[config.mk]
export PLATFORM = sky130hd
export DESIGN_NAME = mem_arbiter
export DESIGN_NICKNAME = d
export VERILOG_FILES = /design/src/rtl/mem_arb_pkg.sv /design/src/rtl/mem_arb_rr2.sv /design/src/rtl/mem_arbiter.sv
export SDC_FILE = /design/constraint.sdc
export NUM_CORES = 1
export LEC_CHECK = 0
export BUFFER_PORTS_ARGS = -buffer_cell sky130_fd_sc_hd__buf_4
export CORE_UTILIZATION = 30
export CTS_CLUSTER_DIAMETER = 40
export DETAILED_ROUTE_END_ITERATION = 6
export SYNTH_ARGS = -nofsm -noshare
export SYNTH_HDL_FRONTEND = slang
export SYNTH_SLANG_ARGS = --single-unit
[constraint.sdc]
create_clock -name clk -period 2.8 [get_ports clk]
set_clock_uncertainty 0.2 [all_clocks]
set_input_delay 0.14 -clock clk [delete_from_list [all_inputs] [get_ports clk]]
set_output_delay 0.14 -clock clk [all_outputs]
set_load 0.1 [all_outputs]
[src/rtl/mem_arb_pkg.sv]
// Shared types and constants for the unified-memory arbiter.
package mem_arb_pkg;

  localparam int unsigned CNT_W = 3;

  typedef enum logic [1:0] {
    IDLE = 2'd0,
    ACC  = 2'd1,
    WAIT = 2'd2,
    RESP = 2'd3
  } arb_state_e;

  localparam logic OWN_CPU = 1'b0;
  localparam logic OWN_LDR = 1'b1;

endpackage

[src/rtl/mem_arb_rr2.sv]
// Two-way request arbiter: round-robin by default, fixed CPU priority when
// MEM_ARB_CPU_PRIO_EN is defined.
module mem_arb_rr2
  import mem_arb_pkg::*;
(
  input  logic [1:0] req_i,
  input  logic       last_i,
  output logic [1:0] gnt_o
);

`ifdef MEM_ARB_CPU_PRIO_EN
  logic unused_last;
  assign unused_last = last_i;

  always_comb begin
    gnt_o = 2'b00;
    if (req_i[OWN_CPU]) begin
      gnt_o[OWN_CPU] = 1'b1;
    end else if (req_i[OWN_LDR]) begin
      gnt_o[OWN_LDR] = 1'b1;
    end
  end
`else
  // On a tie the requester that did not win last time is served.
  always_comb begin
    gnt_o = 2'b00;
    if (&req_i) begin
      gnt_o[~last_i] = 1'b1;
    end else begin
      gnt_o = req_i;
    end
  end
`endif

endmodule

[src/rtl/mem_arbiter.sv]
// Serialises CPU and loader accesses onto one memory port with registered
// read data and a one-cycle ready pulse. Define MEM_ARB_CPU_PRIO_EN for fixed CPU priority.
module mem_arbiter
  import mem_arb_pkg::*;
#(
  parameter int unsigned AW      = 32,
  parameter int unsigned DW      = 32,
  parameter int unsigned MEM_LAT = 1
) (
  input  logic          clk,
  input  logic          clr_n,
  input  logic          cpu_req,
  input  logic          cpu_we,
  input  logic [AW-1:0] cpu_addr,
  input  logic [DW-1:0] cpu_wdata,
  output logic [DW-1:0] cpu_rdata,
  output logic          cpu_ready,
  output logic          cpu_stall,
  input  logic          ldr_req,
  input  logic          ldr_we,
  input  logic [AW-1:0] ldr_addr,
  input  logic [DW-1:0] ldr_wdata,
  output logic [DW-1:0] ldr_rdata,
  output logic          ldr_ready,
  output logic          mem_en,
  output logic          mem_we,
  output logic [AW-1:0] mem_addr,
  output logic [DW-1:0] mem_wdata,
  input  logic [DW-1:0] mem_rdata
);

  arb_state_e       state_q, state_d;
  logic             owner_q, owner_d;
  logic             we_q, we_d;
  logic             last_q, last_d;
  logic [AW-1:0]    addr_q, addr_d;
  logic [DW-1:0]    wdata_q, wdata_d;
  logic [DW-1:0]    cpu_rdata_q, cpu_rdata_d;
  logic [DW-1:0]    ldr_rdata_q, ldr_rdata_d;
  logic [CNT_W-1:0] cnt_q, cnt_d;
  logic             mem_en_q, mem_en_d;
  logic             mem_we_q, mem_we_d;
  logic             cpu_ready_q, cpu_ready_d;
  logic             ldr_ready_q, ldr_ready_d;
  logic [1:0]       gnt;
  logic             gnt_ldr;
  logic             sel_we;

  mem_arb_rr2 u_rr2 (
    .req_i  ({ldr_req, cpu_req}),
    .last_i (last_q),
    .gnt_o  (gnt)
  );

  assign gnt_ldr = gnt[OWN_LDR];
  assign sel_we  = gnt_ldr ? ldr_we : cpu_we;

  always_ff @(posedge clk or negedge clr_n) begin
    if (!clr_n) begin
      state_q <= IDLE;
    end else begin
      state_q <= state_d;
    end
  end

  always_comb begin
    state_d     = state_q;
    owner_d     = owner_q;
    we_d        = we_q;
    last_d      = last_q;
    addr_d      = addr_q;
    wdata_d     = wdata_q;
    cnt_d       = cnt_q;
    cpu_rdata_d = cpu_rdata_q;
    ldr_rdata_d = ldr_rdata_q;
    mem_en_d    = 1'b0;
    mem_we_d    = 1'b0;
    cpu_ready_d = 1'b0;
    ldr_ready_d = 1'b0;
    unique case (state_q)
      IDLE: begin
        if (|gnt) begin
          state_d  = ACC;
          owner_d  = gnt_ldr;
          last_d   = gnt_ldr;
          we_d     = sel_we;
          addr_d   = gnt_ldr ? ldr_addr : cpu_addr;
          wdata_d  = gnt_ldr ? ldr_wdata : cpu_wdata;
          mem_en_d = 1'b1;
          mem_we_d = sel_we;
        end
      end
      ACC: begin
        cnt_d   = CNT_W'(MEM_LAT);
        state_d = WAIT;
      end
      WAIT: begin
        // Final wait cycle: memory data is valid now, ready goes out next cycle.
        if (cnt_q <= CNT_W'(1)) begin
          state_d = RESP;
          if (owner_q == OWN_LDR) begin
            ldr_ready_d = 1'b1;
            if (!we_q) ldr_rdata_d = mem_rdata;
          end else begin
            cpu_ready_d = 1'b1;
            if (!we_q) cpu_rdata_d = mem_rdata;
          end
        end else begin
          cnt_d = cnt_q - CNT_W'(1);
        end
      end
      RESP: begin
        state_d = IDLE;
      end
      default: begin
        state_d = IDLE;
      end
    endcase
  end

  always_ff @(posedge clk or negedge clr_n) begin
    if (!clr_n) begin
      owner_q     <= OWN_CPU;
      we_q        <= 1'b0;
      last_q      <= OWN_LDR;
      addr_q      <= '0;
      wdata_q     <= '0;
      cnt_q       <= '0;
      cpu_rdata_q <= '0;
      ldr_rdata_q <= '0;
      mem_en_q    <= 1'b0;
      mem_we_q    <= 1'b0;
      cpu_ready_q <= 1'b0;
      ldr_ready_q <= 1'b0;
    end else begin
      owner_q     <= owner_d;
      we_q        <= we_d;
      last_q      <= last_d;
      addr_q      <= addr_d;
      wdata_q     <= wdata_d;
      cnt_q       <= cnt_d;
      cpu_rdata_q <= cpu_rdata_d;
      ldr_rdata_q <= ldr_rdata_d;
      mem_en_q    <= mem_en_d;
      mem_we_q    <= mem_we_d;
      cpu_ready_q <= cpu_ready_d;
      ldr_ready_q <= ldr_ready_d;
    end
  end

  assign mem_en    = mem_en_q;
  assign mem_we    = mem_we_q;
  assign mem_addr  = addr_q;
  assign mem_wdata = wdata_q;
  assign cpu_rdata = cpu_rdata_q;
  assign ldr_rdata = ldr_rdata_q;
  assign cpu_ready = cpu_ready_q;
  assign ldr_ready = ldr_ready_q;
  assign cpu_stall = cpu_req & ~cpu_ready_q;

endmodule

## After elaboration in Yosys (flattened, before gate mapping)

Index checks and enable logic that the tools add are counted.

- Bits in registers: 140
- Bits of input ports: 166
- Output and inout bits: 133
- Logic and storage cells: 59

- Add/sub/neg operators: 1
- Magnitude comparators: 3
- Equality and inequality tests: 6
- Multiplexer cells: 21
- Bitwise gates (word level): 5
- Reductions and logical operators: 10

Operators by type and width:

| cell | count |
|---|---|
| $mux 32 | 2 |
| $mux 1 | 12 |
| $pmux 2 s4 | 1 |
| $reduce_and 2->1 | 4 |
| $reduce_and 4->1 | 2 |
| $mux 2 | 3 |
| $ne 2x2->1 const B | 3 |
| $pmux 3 s2 | 1 |
| $eq 2x2->1 const B | 2 |
| $not 1->1 | 4 |
| $le 3x1->1 const B | 1 |
| $mux 3 | 1 |
| $sub 3x1->3 const B | 1 |
| $eq 2x1->1 const B | 1 |
| $logic_not 2->1 | 1 |
| $lt 1x2->1 const B | 1 |
| $reduce_bool 2->1 | 1 |
| $reduce_or 2->1 | 1 |
| $and 1x1->1 | 1 |
| $demux 1 s1 | 1 |
| $ge 1x1->1 const B | 1 |
| $logic_and 1x1->1 | 1 |

## Longest topological paths before layout

Gate-level depths: netlist (run 1).

- Depth in word-level cells: 9
- Gate-level depth with buffers: 7
- Depth with buffers taken out: 5

## Modules after synthesis

Synthesis (run 1) repeated with hierarchy kept, for this count alone.

- Cells, all modules: 473
- Area, all modules: 6,078.3 µm²

By module, submodules not included:

| module | instances | cells an instance | area an instance (µm²) | seq. area each (µm²) |
|---|---|---|---|---|
| mem_arbiter | 1 | 470 | 6,059.6 | 3,504.6 |
| mem_arb_rr2 | 1 | 3 | 18.8 | 0.0 |

## Worst setup path before layout (run 1)

Ideal clock, no wire load.

- Path type: register to output
- From: register cpu_ready_q, in the netlist cpu_ready
- To: output cpu_stall
- Arrival time: 2,211 ps
- Data required time: 2,460 ps
- Path slack: 249 ps
- Stages on the path, launching flop included: 2
- Path buffers: 0
- Cells stage by stage: dfrtp_1 -> nor2b_1

- Cells in the longest elaborated chain, start to end: 2

Ends and longest elaborated chain:

| item | line | text |
|---|---|---|
| start: declaration | mem_arbiter.sv:43 | `logic cpu_ready_q, cpu_ready_d;` |
| start signal: assignment | mem_arbiter.sv:146 | `cpu_ready_q <= cpu_ready_d;` |
| $not 1->1 | mem_arbiter.sv:159 | `assign cpu_stall = cpu_req & ~cpu_ready_q;` |
| $and 1x1->1 | mem_arbiter.sv:159 |  |
| end: declaration | mem_arbiter.sv:18 | `output logic cpu_stall,` |

Every way passes these cells.

## Worst setup path after layout (run 1)

- From: register last_q
- To: register wdata_q[0], in the netlist mem_wdata[0]

- Cells in the longest elaborated chain, start to end: 8
- Elaborated cells between the ends (all ways): 10
- Classes of those cells: order compare (2); mux (4); bitwise (1); reduce/logical (3)

Ends and longest elaborated chain:

| item | line | text |
|---|---|---|
| start: declaration | mem_arbiter.sv:35 | `logic last_q, last_d;` |
| start signal: assignment | mem_arbiter.sv:138 | `last_q <= last_d;` |
| $not 1->1 (*) | mem_arb_rr2.sv:28 | `gnt_o[~last_i] = 1'b1;` |
| $lt 1x2->1 (implied by the code) or $ge 1x1->1 (tied branches) | mem_arb_rr2.sv:28 |  |
| $logic_and 1x1->1 (implied by the code) | mem_arb_rr2.sv:28 |  |
| $mux 1 (implied by the code) | mem_arb_rr2.sv:28 |  |
| $demux 1 s1 (*) | - |  |
| $mux 2 (*) | mem_arb_rr2.sv:27 | `if (&req_i) begin` |
| $reduce_or 2->1 | mem_arbiter.sv:82 | `if (\|gnt) begin` |
| $reduce_and 2->1 (no line) | - |  |
| end signal: assignment | mem_arbiter.sv:140 | `wdata_q <= wdata_d;` |
| end: declaration | mem_arbiter.sv:37 | `logic [DW-1:0] wdata_q, wdata_d;` |

Every way passes the cells marked *; elsewhere a longest branch is shown, timed or not.
A chain may end at the register's enable or synchronous reset.

==> impl_metrics.py, run 1 <==
metrics = {
    "timing": {
        "timing_hold_violations_final": 0,
        "period_share": 0.893,
        "slew_headroom": 0.530,
        "tightest_slew_ns": 0.702,
        "slew_viol_final": 0,
        "worst_slack_ns": 0.299,
        "rsz0062_at_grt": "false",
        "fin_setup_tns_ns": 0,
        "max_freq_ghz": 0.400,
        "fin_crit_ns": 2.50,
        "finalSetupViolations": 0,
    },
    "routing": {
        "first_iter_violations": 116,
        "routedWlPerCell_um": 14.9,
        "drc": 0,
        "drt-vias-per-instance": 4.43,
        "vias": 5391,
        "ant_nets": 0,
        "drt_first_pass_iters": 4,
        "routed_wl_um": 18100,
    },
    "yosys": {
        "netlist_area_mm2": 0.00599,
        "synth-seq-cells": 140,
        "yosysSeqAreaShare": 0.585,
        "synthCells": 474,
        "async_flop_share": 1.00,
        "synth_nets": 644,
        "syn_avg_cell_area_um2": 12.6,
        "synth-edff-count": 0,
        "synth.distinct_cells": 34,
        "synth-main-ff-cell": "dfrtp_1",
        "ys_warn_count": 0,
    },
    "floorplanning": {
        "pin_count": 299,
        "num_rows": 51,
        "core_area_mm2": 0.0195,
        "chipHeight_um": 143,
        "floorplan.initialDensity": 0.307,
        "die_w_um": 143,
        "dieArea_mm2": 0.0205,
    },
    "cts": {
        "htree_levels": 4,
        "clock_latency_ns": 0.41,
        "cts_max_path_buffers": 2,
        "path_clk_slew_ns": 0.06,
        "cts.sinks": 140,
        "tritoncts": "yes",
        "numCtsBuffers": 17,
        "cts-resized-gates": 0,
        "root_buffer": "clkbuf_16",
    },
    "global_route": {
        "grt-ovfl-total": 0,
        "antenna_found_initial": 0,
        "grt_pass1_vias": 5495,
        "grt_usage": 0.177,
        "grt_max_degree": 84,
        "grt_pass1_wl_um": 27800,
    },
    "worst_setup_path": {
        "cp_max_fo": 22,
        "reg2reg_depth": 5,
        "crit_arrival_ns": 2.58,
        "start_kind": "flip-flop",
        "required_ns": 2.88,
        "crit_type": "reg2reg",
        "end_kind": "flip-flop",
    },
    "finish": {
        "n_antenna_cell": 0,
        "multi_input_area_mm2": 0.00228,
        "fin_nets": 1108,
        "syn_to_final_growth_pct": 78.8,
        "drive_gt1_frac": 0.433,
        "fillCellCount": 1677,
        "seq_area_mm2": 0.00350,
    },
    "placed_design": {
        "routabilityCongestion": 0.765,
        "hpwl_um": 12000,
        "place_ws_ns": 0.610,
        "port_buffers": 298,
    },
    "run": {
        "cap_viol_max_count": 0,
    },
    "worst_hold_path": {
        "hp-class": "in2async",
    },
    "run_status": {
        "status": "completed",
    },
}
-- final cells by class --
cell class	count	area share
Clock inverter	15	0.0117
Clock buffer	17	0.0397
Timing Repair Buffer	473	0.375
Tap cell	265	0.0309
Inverter	8	0.00280
Multi-Input combinational cell	298	0.213
Sequential cell	140	0.327
-- final timing paths --
kind                        startpoint            end  slack, ns
max                             last_q   mem_wdata[0]       0.30
min                              clr_n  cpu_rdata[21]       0.05
max reg2reg                     last_q   mem_wdata[0]       0.30
min reg2reg                mem_addr[9]    mem_addr[9]       0.28
max in group asynchronous        clr_n  ldr_rdata[10]       1.52
min in group clk           mem_addr[9]    mem_addr[9]       0.28
-- cells in the final DEF (no fill, tap or decap) --
master	instances
inv_1	8
and3_1	1
a31oi_1	1
o21ba_2	1
nand3_2	1
o221ai_1	1
o21bai_4	1
nand2_1	69
buf_6	1
o32ai_1	1
nor2_1	4
nor2b_4	1
mux2i_1	65
buf_4	302
o22a_1	1
mux2_4	3
o21ai_4	1
o21a_1	1
a21oi_1	3
inv_6	8
dfrtp_1	139
inv_8	2
or3b_2	1
nand4b_4	1
o211a_1	1
a311o_1	1
clkinvlp_4	3
ha_1	4
a21bo_4	1
buf_12	4
mux2_2	61
o41ai_1	1
dlygate4sd3_1	166
clkbuf_16	17
nor2b_1	3
o21ai_0	69
clkinv_2	2
dfstp_2	1
-- kinds of logic after synthesis --
kind of cell,synth area share
adders and majority gates,0.00835
and+or+nand+nor,0.0593
muxes,0.231
buffers and inverters,0.0380
DFF,0.585
AOI/OAI and AO/OA,0.0789
-- worst max-delay path: stages (launching register included) --
cell and delay (ns):
dfstp_2 0.55, a21bo_4 0.42, buf_4 0.32, mux2i_1 0.22, dlygate4sd3_1 0.56, o21ai_0 0.09
-- repair_timing --
action,in CTS,in global routing
endpoints found under the hold margin,237,0
hold buffers,166,0
setup buffers,0,0
-- Yosys cell counts (3+ instances only) --
| cell | number | area (um2) |
|---|---|---|
| dfrtp_1 | 139 | 3480 |
| clkbuf_1 | 6 | 22.5 |
| mux2i_1 | 65 | 651 |
| o21ai_0 | 69 | 345 |
| mux2_2 | 61 | 687 |
| mux2_4 | 3 | 45.0 |
| a21oi_1 | 3 | 15.0 |
| nor2b_1 | 3 | 18.8 |
| buf_6 | 10 | 113 |
| nand2_1 | 69 | 259 |
| inv_1 | 8 | 30.0 |
| ha_1 | 4 | 50.1 |
| buf_2 | 10 | 50.1 |
| nor2_1 | 4 | 15.0 |
-- flip-flops by register name, summed over array words and instances, names as in the netlist, 2 cells and up --
name       count
cpu_rdata     32
ldr_rdata     32
mem_addr      32
mem_wdata     32
cnt_q          3
state_q        2
-- metrics by stage --
stage / instance area (um2) / hold WS [ns] / utilization / instances
finish: 10700 / 0.0522 / 0.549 / 1216
global route: 10700 / 0.0758 / 0.549 / 1216
CTS: 10700 / 0.0550 / 0.549 / 1216
detailed placement: 8500 / -0.0736 / 0.435 / 1018
global placement: 8500 / -0.0744 / 0.435 / 1018
floorplan: 5990 / -0.356 / - / 474
-- layer usage --
metal	global-route usage	part of all wire	vias up
li1	-	-	2583
met1	0.209	0.41	2562
met2	0.303	0.50	222
met3	0.0526	0.079	24
met4	0.0689	0.018	0
met5	0	0	-
Power of run 1 is not shown: default switching activity piles up to over one toggle a cycle in this logic, so the estimate is an artifact.
==> run 2: changes to the inputs <==
--- a/config.mk
+++ b/config.mk
@@ -7,6 +7,7 @@
 export LEC_CHECK = 0
 export BUFFER_PORTS_ARGS = -buffer_cell sky130_fd_sc_hd__buf_4
 export CORE_UTILIZATION = 30
+export CTS_BUF_LIST = sky130_fd_sc_hd__clkbuf_2 sky130_fd_sc_hd__clkbuf_4 sky130_fd_sc_hd__clkbuf_8
 export CTS_CLUSTER_DIAMETER = 40
 export DETAILED_ROUTE_END_ITERATION = 6
 export SYNTH_ARGS = -nofsm -noshare
==> run 2 against run 1 <==
Global-route usage down 0.052 points. Final cell count is the same. Sequential share of layout area rose by 0.60 points. First-iteration DRC count increased by 13%. Register-to-register slack worse by 0.02 ns. Design area is 1.8% lower. Fmax is 0.80% lower. Clock-buffer cell count unchanged. Critical path type unchanged. Non-clock buffer count unchanged. Critical endpoint unchanged. Critical path depth is the same.
==> impl_metrics.py, run 2 (synthesized netlist as in run 1, its figures left out) <==
metrics = {
    "placed_design": {
        "placed_area_mm2": 0.00850,
        "place_ws_ns": 0.610,
        "routabilityCongestion": 0.765,
        "hpwl_um": 12000,
        "port_buffers": 298,
    },
    "cts": {
        "cts-resized-gates": 0,
        "root_buffer": "clkbuf_8",
        "clock_latency_ns": 0.44,
        "tritoncts": "yes",
        "numCtsBuffers": 17,
        "cts_max_path_buffers": 2,
        "cts.sinks": 140,
        "path_clk_slew_ns": 0.09,
        "htree_levels": 4,
    },
    "worst_setup_path": {
        "end_kind": "flip-flop",
        "start_kind": "flip-flop",
        "crit_arrival_ns": 2.63,
        "crit_chain": "a21bo_4, buf_4, mux2i_1, dlygate4sd3_1, o21ai_0",
        "cp_top_family": "buffers and inverters",
        "slowest_delay_ns": 0.56,
        "cpMaxStageDelayCell": "dlygate4sd3_1",
        "crit_buf_inv": 2,
        "cp_max_fo": 22,
        "required_ns": 2.90,
        "crit_type": "reg2reg",
        "reg2reg_setup_slack_ns": 0.28,
    },
    "timing": {
        "rsz0062_at_grt": "false",
        "period_share": 0.901,
        "max_freq_ghz": 0.397,
        "timing_hold_violations_final": 0,
        "fin_setup_tns_ns": 0,
        "slew_viol_final": 0,
        "worst_slack_ns": 0.279,
        "tightest_slew_ns": 0.701,
        "slew_headroom": 0.531,
        "fin_crit_ns": 2.52,
        "finalSetupViolations": 0,
    },
    "routing": {
        "drt-vias-per-instance": 4.42,
        "vias": 5374,
        "drc": 0,
        "routed_wl_um": 18100,
        "ant_nets": 0,
        "first_iter_violations": 131,
        "routedWlPerCell_um": 14.9,
        "drt_first_pass_iters": 4,
    },
    "finish": {
        "drive_gt1_frac": 0.433,
        "finish.instance_area_mm2": 0.0105,
        "n_antenna_cell": 0,
        "syn_to_final_growth_pct": 75.6,
        "final_common_cell": "buf_4",
        "fillCellCount": 1702,
        "fin_nets": 1108,
        "mostFrequentLayoutCells": "302 x buf_4, 166 x dlygate4sd3_1, 139 x dfrtp_1, 69 x nand2_1, 69 x o21ai_0",
    },
    "global_route": {
        "grt_pass1_wl_um": 27800,
        "grt_pass1_vias": 5491,
        "grt_max_degree": 84,
        "grt-ovfl-total": 0,
        "antenna_found_initial": 0,
        "grt_usage": 0.177,
    },
    "run_status": {
        "status": "completed",
    },
    "floorplanning": {
        "pin_count": 299,
        "num_rows": 51,
        "core_area_mm2": 0.0195,
        "die_w_um": 143,
        "dieArea_mm2": 0.0205,
        "floorplan.initialDensity": 0.307,
        "chipHeight_um": 143,
    },
    "run": {
        "cap_viol_max_count": 0,
    },
    "worst_hold_path": {
        "hp-class": "in2async",
    },
}
-- run 2: worst paths after layout --
kind	from	endpoint	cells after the start
setup / recovery	last_q	mem_wdata[0]	5
hold / removal	clr_n	ldr_rdata[29]	2
setup reg to reg	last_q	mem_wdata[0]	5
hold reg to reg	mem_addr[9]	mem_addr[9]	2
max in group asynchronous	clr_n	ldr_rdata[10]	3
min in group clk	mem_rdata[10]	cpu_rdata[10]	3
-- run 2: worst reg2reg max path, cell delays in order (launching register included) --
cell	delay, ns
dfstp_2	0.55
a21bo_4	0.42
buf_4	0.33
mux2i_1	0.23
dlygate4sd3_1	0.56
o21ai_0	0.10
-- run 2: metal layers --
layer  track usage  up-vias  wire, um
met1         0.208     2547      7330
li1              -     2581         -
met4        0.0638        0       329
met5             0        -         0
met3        0.0543       21      1410
met2         0.303      225      8990
-- run 2: repair_timing --
item / 4_1_cts / 5_1_grt
setup buffers: 0 / 0
hold buffers: 166 / 0
hold endpoints to repair: 273 / 0
-- run 2: through the flow --
step,util,hold WS (ns),instances
2_1_floorplan,-,-0.356,474
3_3_place_gp,0.435,-0.0744,1018
3_5_place_dp,0.435,-0.0736,1018
4_1_cts,0.539,0.00681,1216
5_1_grt,0.539,0.0217,1216
6_report,0.539,0.0194,1216
-- run 2: layout make-up --
class / instances / area (um2) / share of cell area
Multi-Input combinational cell: 298 / 2280 / 0.217
Timing Repair Buffer: 473 / 4020 / 0.382
Clock buffer: 17 / 234 / 0.0222
Tap cell: 265 / 332 / 0.0315
Clock inverter: 15 / 125 / 0.0119
Sequential cell: 140 / 3500 / 0.333
Inverter: 8 / 30.0 / 0.00285
Power of run 2 is left out for the same reason.
